`src/rtl/mem_ldst_ctrl_if.sv`:
```
// Request/response handshake and RAM port bundle for mem_ldst_ctrl.
// Optional build macro LDST_BP_EN adds the resp_ready back-pressure signal.
interface mem_ldst_ctrl_if #(
    parameter int unsigned ADDR_W = 10,
    parameter int unsigned DATA_W = 10,
    parameter int unsigned LEN_W  = 4
);
    logic              req_valid;
    logic              req_ready;
    logic [1:0]        req_op;
    logic [ADDR_W-1:0] req_addr;
    logic [DATA_W-1:0] req_wdata;
    logic [LEN_W-1:0]  req_len;
    logic              resp_valid;
    logic [DATA_W-1:0] resp_data;
    logic              resp_last;
`ifdef LDST_BP_EN
    logic              resp_ready;
`endif
    logic [ADDR_W-1:0] mem_addr;
    logic [DATA_W-1:0] mem_wdata;
    logic [1:0]        mem_ldst_en;
    logic [DATA_W-1:0] mem_rdata;

    // Controller side
    modport slave (
`ifdef LDST_BP_EN
        input  resp_ready,
`endif
        input  req_valid, req_op, req_addr, req_wdata, req_len, mem_rdata,
        output req_ready, resp_valid, resp_data, resp_last,
        output mem_addr, mem_wdata, mem_ldst_en
    );

    // CPU datapath / RAM side
    modport master (
`ifdef LDST_BP_EN
        output resp_ready,
`endif
        output req_valid, req_op, req_addr, req_wdata, req_len, mem_rdata,
        input  req_ready, resp_valid, resp_data, resp_last,
        input  mem_addr, mem_wdata, mem_ldst_en
    );
endinterface

```
`src/rtl/mem_ldst_ctrl.sv`:
```
// Load/store initiator for the data RAM: single/burst loads streamed back one
// beat per clock, burst stores filled with a constant word and acknowledged.
// Optional build macro LDST_BP_EN adds response back-pressure (resp_ready).
module mem_ldst_ctrl #(
    parameter int unsigned ADDR_W = 10,
    parameter int unsigned DATA_W = 10,
    parameter int unsigned LEN_W  = 4
) (
    input  logic           clk,
    input  logic           rst_n,
    mem_ldst_ctrl_if.slave bus,
    output logic           busy
);
    localparam int unsigned CNT_W    = LEN_W + 1;
    localparam int unsigned MAX_BEAT = 1 << LEN_W;
    localparam logic [1:0]  OP_LOAD  = 2'd2;
    localparam logic [1:0]  OP_STORE = 2'd3;
    localparam logic [1:0]  EN_IDLE  = 2'd0;

    typedef enum logic [1:0] {
        ST_IDLE  = 2'd0,
        ST_LOAD  = 2'd1,
        ST_STORE = 2'd2
    } state_t;

    state_t             state_q, state_d;
    logic [ADDR_W-1:0]  addr_q, addr_d;
    logic [DATA_W-1:0]  wdata_q, wdata_d;
    logic [1:0]         en_q, en_d;
    logic [CNT_W-1:0]   cnt_q, cnt_d;
    logic [DATA_W-1:0]  resp_data_q, resp_data_d;
    logic               resp_valid_q, resp_valid_d;
    logic               resp_last_q, resp_last_d;
    logic               req_ready_q, req_ready_d;
    logic               busy_q, busy_d;

    logic               accept_c;
    logic               advance_c;
    logic               hold_resp_c;
    logic               last_beat_c;

    assign accept_c    = bus.req_valid && req_ready_q;
    assign last_beat_c = (cnt_q == CNT_W'(1));

`ifdef LDST_BP_EN
    // A pending response blocks a new load beat and keeps an ack on the bus
    assign advance_c   = !resp_valid_q || bus.resp_ready;
    assign hold_resp_c = resp_valid_q && !bus.resp_ready;
`else
    assign advance_c   = 1'b1;
    assign hold_resp_c = 1'b0;
`endif

    // State and output registers
    always_ff @(posedge clk or negedge rst_n) begin
        if (!rst_n) begin
            state_q      <= ST_IDLE;
            addr_q       <= '0;
            wdata_q      <= '0;
            en_q         <= EN_IDLE;
            cnt_q        <= '0;
            resp_data_q  <= '0;
            resp_valid_q <= 1'b0;
            resp_last_q  <= 1'b0;
            req_ready_q  <= 1'b0;
            busy_q       <= 1'b0;
        end else begin
            state_q      <= state_d;
            addr_q       <= addr_d;
            wdata_q      <= wdata_d;
            en_q         <= en_d;
            cnt_q        <= cnt_d;
            resp_data_q  <= resp_data_d;
            resp_valid_q <= resp_valid_d;
            resp_last_q  <= resp_last_d;
            req_ready_q  <= req_ready_d;
            busy_q       <= busy_d;
        end
    end

    // Next-state selection
    always_comb begin
        state_d = state_q;
        case (state_q)
            ST_IDLE: begin
                if (accept_c && bus.req_op == OP_LOAD) begin
                    state_d = ST_LOAD;
                end else if (accept_c && bus.req_op == OP_STORE) begin
                    state_d = ST_STORE;
                end
            end
            ST_LOAD: begin
                if (advance_c && last_beat_c) begin
                    state_d = ST_IDLE;
                end
            end
            ST_STORE: begin
                if (last_beat_c) begin
                    state_d = ST_IDLE;
                end
            end
            default: state_d = ST_IDLE;
        endcase
    end

    // Next values of the datapath and registered outputs
    always_comb begin
        addr_d       = addr_q;
        wdata_d      = wdata_q;
        en_d         = en_q;
        cnt_d        = cnt_q;
        resp_data_d  = resp_data_q;
        resp_valid_d = resp_valid_q;
        resp_last_d  = resp_last_q;
        case (state_q)
            ST_IDLE: begin
                if (!hold_resp_c) begin
                    resp_valid_d = 1'b0;
                    resp_last_d  = 1'b0;
                end
                if (accept_c && bus.req_op[1]) begin
                    addr_d  = bus.req_addr;
                    wdata_d = bus.req_wdata;
                    en_d    = bus.req_op;
                    cnt_d   = (bus.req_len == '0) ? CNT_W'(MAX_BEAT) : CNT_W'(bus.req_len);
                end
            end
            ST_LOAD: begin
                if (advance_c) begin
                    resp_data_d  = bus.mem_rdata;
                    resp_valid_d = 1'b1;
                    resp_last_d  = last_beat_c;
                    addr_d       = addr_q + ADDR_W'(1);
                    cnt_d        = cnt_q - CNT_W'(1);
                    if (last_beat_c) begin
                        en_d = EN_IDLE;
                    end
                end
            end
            ST_STORE: begin
                addr_d       = addr_q + ADDR_W'(1);
                cnt_d        = cnt_q - CNT_W'(1);
                resp_valid_d = 1'b0;
                resp_last_d  = 1'b0;
                if (last_beat_c) begin
                    en_d         = EN_IDLE;
                    resp_valid_d = 1'b1;
                    resp_last_d  = 1'b1;
                    resp_data_d  = DATA_W'(addr_q + ADDR_W'(1));
                end
            end
            default: begin
                en_d         = EN_IDLE;
                resp_valid_d = 1'b0;
                resp_last_d  = 1'b0;
            end
        endcase
        busy_d = (state_d != ST_IDLE);
`ifdef LDST_BP_EN
        req_ready_d = (state_d == ST_IDLE) && !resp_valid_d;
`else
        req_ready_d = (state_d == ST_IDLE);
`endif
    end

    assign bus.req_ready   = req_ready_q;
    assign bus.resp_valid  = resp_valid_q;
    assign bus.resp_data   = resp_data_q;
    assign bus.resp_last   = resp_last_q;
    assign bus.mem_addr    = addr_q;
    assign bus.mem_wdata   = wdata_q;
    assign bus.mem_ldst_en = en_q;
    assign busy            = busy_q;
endmodule
```
`src/flat_wrapper.sv`:
```
// flat-port wrapper written by rule: the top's interface ports become plain ports
module mem_ldst_ctrl_flat 
#(
    parameter int unsigned ADDR_W = 10,
    parameter int unsigned DATA_W = 10,
    parameter int unsigned LEN_W  = 4
)
  (clk, rst_n, busy, bus_req_valid, bus_req_op, bus_req_addr, bus_req_wdata, bus_req_len, bus_mem_rdata, bus_req_ready, bus_resp_valid, bus_resp_data, bus_resp_last, bus_mem_addr, bus_mem_wdata, bus_mem_ldst_en);
  mem_ldst_ctrl_if #(.ADDR_W(ADDR_W), .DATA_W(DATA_W), .LEN_W(LEN_W)) bus_i ();
  input  logic clk;
  input  logic rst_n;
  output logic busy;
  input wire logic [$bits(bus_i.req_valid)-1:0] bus_req_valid;
  input wire logic [$bits(bus_i.req_op)-1:0] bus_req_op;
  input wire logic [$bits(bus_i.req_addr)-1:0] bus_req_addr;
  input wire logic [$bits(bus_i.req_wdata)-1:0] bus_req_wdata;
  input wire logic [$bits(bus_i.req_len)-1:0] bus_req_len;
  input wire logic [$bits(bus_i.mem_rdata)-1:0] bus_mem_rdata;
  output wire logic [$bits(bus_i.req_ready)-1:0] bus_req_ready;
  output wire logic [$bits(bus_i.resp_valid)-1:0] bus_resp_valid;
  output wire logic [$bits(bus_i.resp_data)-1:0] bus_resp_data;
  output wire logic [$bits(bus_i.resp_last)-1:0] bus_resp_last;
  output wire logic [$bits(bus_i.mem_addr)-1:0] bus_mem_addr;
  output wire logic [$bits(bus_i.mem_wdata)-1:0] bus_mem_wdata;
  output wire logic [$bits(bus_i.mem_ldst_en)-1:0] bus_mem_ldst_en;
  assign bus_i.req_valid = bus_req_valid;
  assign bus_i.req_op = bus_req_op;
  assign bus_i.req_addr = bus_req_addr;
  assign bus_i.req_wdata = bus_req_wdata;
  assign bus_i.req_len = bus_req_len;
  assign bus_i.mem_rdata = bus_mem_rdata;
  assign bus_req_ready = bus_i.req_ready;
  assign bus_resp_valid = bus_i.resp_valid;
  assign bus_resp_data = bus_i.resp_data;
  assign bus_resp_last = bus_i.resp_last;
  assign bus_mem_addr = bus_i.mem_addr;
  assign bus_mem_wdata = bus_i.mem_wdata;
  assign bus_mem_ldst_en = bus_i.mem_ldst_en;
  mem_ldst_ctrl #(.ADDR_W(ADDR_W), .DATA_W(DATA_W), .LEN_W(LEN_W)) u_core (.clk(clk), .rst_n(rst_n), .bus(bus_i), .busy(busy));
endmodule
```
`config.mk`:
```
export PLATFORM = sky130hd
export DESIGN_NAME = mem_ldst_ctrl_flat
export DESIGN_NICKNAME = d
export VERILOG_FILES = /design/src/rtl/mem_ldst_ctrl_if.sv /design/src/rtl/mem_ldst_ctrl.sv /design/src/flat_wrapper.sv
export SDC_FILE = /design/constraint.sdc
export NUM_CORES = 1
export LEC_CHECK = 0
export ABC_AREA = 1
export CORE_UTILIZATION = 51
export CTS_BUF_LIST = sky130_fd_sc_hd__clkbuf_2
export DETAILED_ROUTE_END_ITERATION = 10
export GPL_ROUTABILITY_DRIVEN = 0
export PLACE_DENSITY = 0.87
export SYNTH_ARGS = -nofsm -noshare
export SYNTH_HDL_FRONTEND = slang
export SYNTH_SLANG_ARGS = --single-unit
```
`constraint.sdc`:
```
create_clock -name clk -period 3.5 [get_ports clk]
set_clock_uncertainty 0.1 [all_clocks]
set_input_delay 1.05 -clock clk [delete_from_list [all_inputs] [get_ports clk]]
set_output_delay 1.05 -clock clk [all_outputs]
set_load 0.03 [all_outputs]
```
==> impl_metrics.py <==
metrics = {
    "clock_network": {
        "clock_latency_ns": 0.42,
        "cts_root_buf": "clkbuf_2",
        "cts.path.max_buffers": 2,
        "clk_pin_slew_ns": 0.22,
        "postCtsSetupBuffers": 0,
        "cts.sinks": 43,
        "numCtsBuffers": 5,
        "cts_tree": "done",
        "htree_levels": 2,
        "cts_resized": 0,
        "hold_buffers": 0,
    },
    "die": {
        "dieArea_mm2": 0.00485,
        "die_width_um": 69.7,
        "die_h_um": 69.7,
        "boundaryPins": 75,
        "fp-row-count": 24,
        "initial_utilization": 0.533,
        "core_area_mm2": 0.00438,
    },
    "critical_path": {
        "critPathSlowestCell": "clkdlybuf4s50_1",
        "timing.rr.end": "u_core.bus.mem_addr[0]",
        "cp.required_ns": 2.35,
        "critPathCapture": "bus_mem_addr[0]",
        "cp.depth": 1,
        "path_buf_inv": 1,
        "worstPathCellList": "clkdlybuf4s50_1",
        "cp_data_arrival_time_ns": 1.64,
        "regToRegSetupSlack_ns": 1.25,
        "crit_type": "reg -> out",
        "cp-end-kind": "primary output",
        "start_kind": "flop",
        "crit_fanout": 6,
        "worstRegToRegCells": 6,
        "regToRegStartpoint": "u_core.state_q[0]",
        "cpLargestDelayFamily": "buffers and inverters",
        "max_stage_delay_ns": 0.71,
        "cp-startpoint": "u_core.bus.mem_addr[0]",
    },
    "synthesis": {
        "yosysSeqAreaShare": 0.461,
        "yosysUniqueCellTypes": 27,
        "synth_top_area_cell": "dfrtp_1",
        "ys_ff_latch": 43,
        "synth_nets": 362,
        "ys_warn_count": 0,
        "netlist_instances": 316,
        "synthTopCellsByArea": "dfrtp_1 46%, nand2_1 18%, nand3_1 6.0%",
        "avgSynthCellArea_um2": 7.39,
        "syn-cell-area_mm2": 0.00233,
        "synth_top_area_frac": 0.461,
    },
    "finish": {
        "layout_commonest_cell": "nand2_1",
        "nets": 435,
        "n_antenna_cell": 0,
        "most-common-layout-cells": "115 x nand2_1, 73 x clkdlybuf4s50_1, 43 x dfrtp_1",
        "fillers": 361,
        "area_growth_pct": 35.1,
        "layout-drive-gt1-share": 0.0487,
        "fin_util": 0.719,
    },
    "sta": {
        "setup_violations": 0,
        "rsz0062_at_grt": "false",
        "timing.hold.ws_ns": 0.401,
        "finalHoldViolCount": 0,
        "fin_crit_ns": 2.79,
        "max_freq_ghz": 0.358,
        "worst_slew_pin_slew_ns": 0.940,
        "setup_tns_ns": 0,
        "slew_headroom": 0.373,
        "fin_ws_ns": 0.710,
        "drv_slew": 0,
        "period_share": 0.797,
    },
    "worst_hold_path": {
        "hp-class": "reg -> reg",
        "hold_path_depth": 2,
    },
    "global_routing": {
        "grt_pass1_wl_um": 9240,
        "track_usage": 0.240,
        "antenna_found_initial": 0,
        "overflow": 0,
        "grt_max_degree": 44,
        "first_global_vias": 2065,
    },
    "power": {
        "vdd_drop_max_mv": 0.674,
        "p_leak_uw": 0.00158,
        "p_total_uw": 3200,
        "powerDensity_mw_per_mm2": 1010,
    },
    "placement": {
        "dp_slack_ns": 0.503,
        "port-buffer-count": 74,
        "hpwlAfterDp_um": 4180,
    },
    "drt": {
        "drtAntennaViolNets": 0,
        "detailroute.via_count": 2259,
        "vias_per_cell": 5.11,
        "postRouteWirelength_um": 5570,
        "drt-wirelength-per-cell_um": 12.6,
        "drt_pass1_iterations": 5,
        "drc": 0,
        "drtIter0Drc": 193,
    },
    "job": {
        "max_cap_violations": 0,
    },
    "outcome": {
        "status": "completed",
    },
}
==> report_power, final <==
group / total (µW) / leakage (µW) / switching (µW) / internal [µW]
Clock: 278 / 0.0000404 / 160 / 118
Sequential: 944 / 0.000531 / 202 / 741
Combinational: 1980 / 0.00101 / 1240 / 741
==> cell type report <==
type / count / area, µm² / area share
inverters: 38 / 143 / 0.0452
repair buffers: 74 / 736 / 0.233
clock buffers: 5 / 25.0 / 0.00793
multi-input cells: 227 / 1070 / 0.340
flip-flops and latches: 43 / 1080 / 0.341
clock inverters: 3 / 38.8 / 0.0123
well taps: 52 / 65.1 / 0.0206
==> stage by stage <==
| stage | cells | instance area [µm²] |
|---|---|---|
| after floorplan | 316 | 2330 |
| after global placement | 434 | 3090 |
| after detailed placement | 434 | 3090 |
| after CTS | 442 | 3150 |
| after global routing | 442 | 3150 |
| final | 442 | 3150 |
==> how the worst min path moves through the flow <==
stage                            startpoint                       to  slack, ns
floorplan                   u_core.cnt_q[4]          u_core.cnt_q[4]       0.42
global route        u_core.bus.mem_wdata[6]  u_core.bus.mem_wdata[6]       0.43
global placement    u_core.bus.mem_wdata[8]  u_core.bus.mem_wdata[8]       0.36
CTS                 u_core.bus.mem_wdata[8]  u_core.bus.mem_wdata[8]       0.40
detailed placement  u_core.bus.mem_wdata[8]  u_core.bus.mem_wdata[8]       0.36
finish              u_core.bus.mem_wdata[8]  u_core.bus.mem_wdata[8]       0.40
==> layer usage <==
| layer | global-route usage | wire length (µm) | vias to the layer above |
|---|---|---|---|
| met5 | 0 | 0 | - |
| li1 | - | - | 1137 |
| met3 | 0.0436 | 283 | 4 |
| met2 | 0.410 | 2810 | 54 |
| met4 | 0.0800 | 39 | 0 |
| met1 | 0.306 | 2440 | 1064 |
==> state kept, by name (all words and copies together) (netlist names) <==
name	flops
u_core.bus.resp_data	10
u_core.state_q	2
u_core.bus.resp_last	1
u_core.bus.req_ready	1
u_core.bus.resp_valid	1
u_core.bus.mem_wdata	10
u_core.bus.mem_ldst_en	2
u_core.bus.mem_addr	10
u_core.busy	1
u_core.cnt_q	5
==> Yosys cell counts <==
cell type  count
nor3_1         1
clkbuf_1       1
nand2_4        1
buf_6          1
nand4_4        1
nor2_4         1
buf_2          6
dfrtp_1       43
or2_2          1
a31oi_1        1
o211ai_1       2
nor2_1        31
o21ai_0       22
xnor2_1        2
ha_1           7
a21oi_1        5
o21a_1         1
nand3_2        1
a21oi_2        1
nand4_1        2
nand3_1       28
nand2_2        2
nor2_2         1
inv_1         36
inv_2          2
nand2_1      115
xor2_1         1
==> cells by family after synthesis <==
| group | after synthesis | synth area share |
|---|---|---|
| AOI/OAI and AO/OA | 32 | 0.0740 |
| buffers and inverters | 46 | 0.0804 |
| and+or+nand+nor | 185 | 0.336 |
| xor gates and xnor gates | 3 | 0.0113 |
| adders and majority gates | 7 | 0.0375 |
| DFF | 43 | 0.461 |
(Power assumes the default switching activity.)
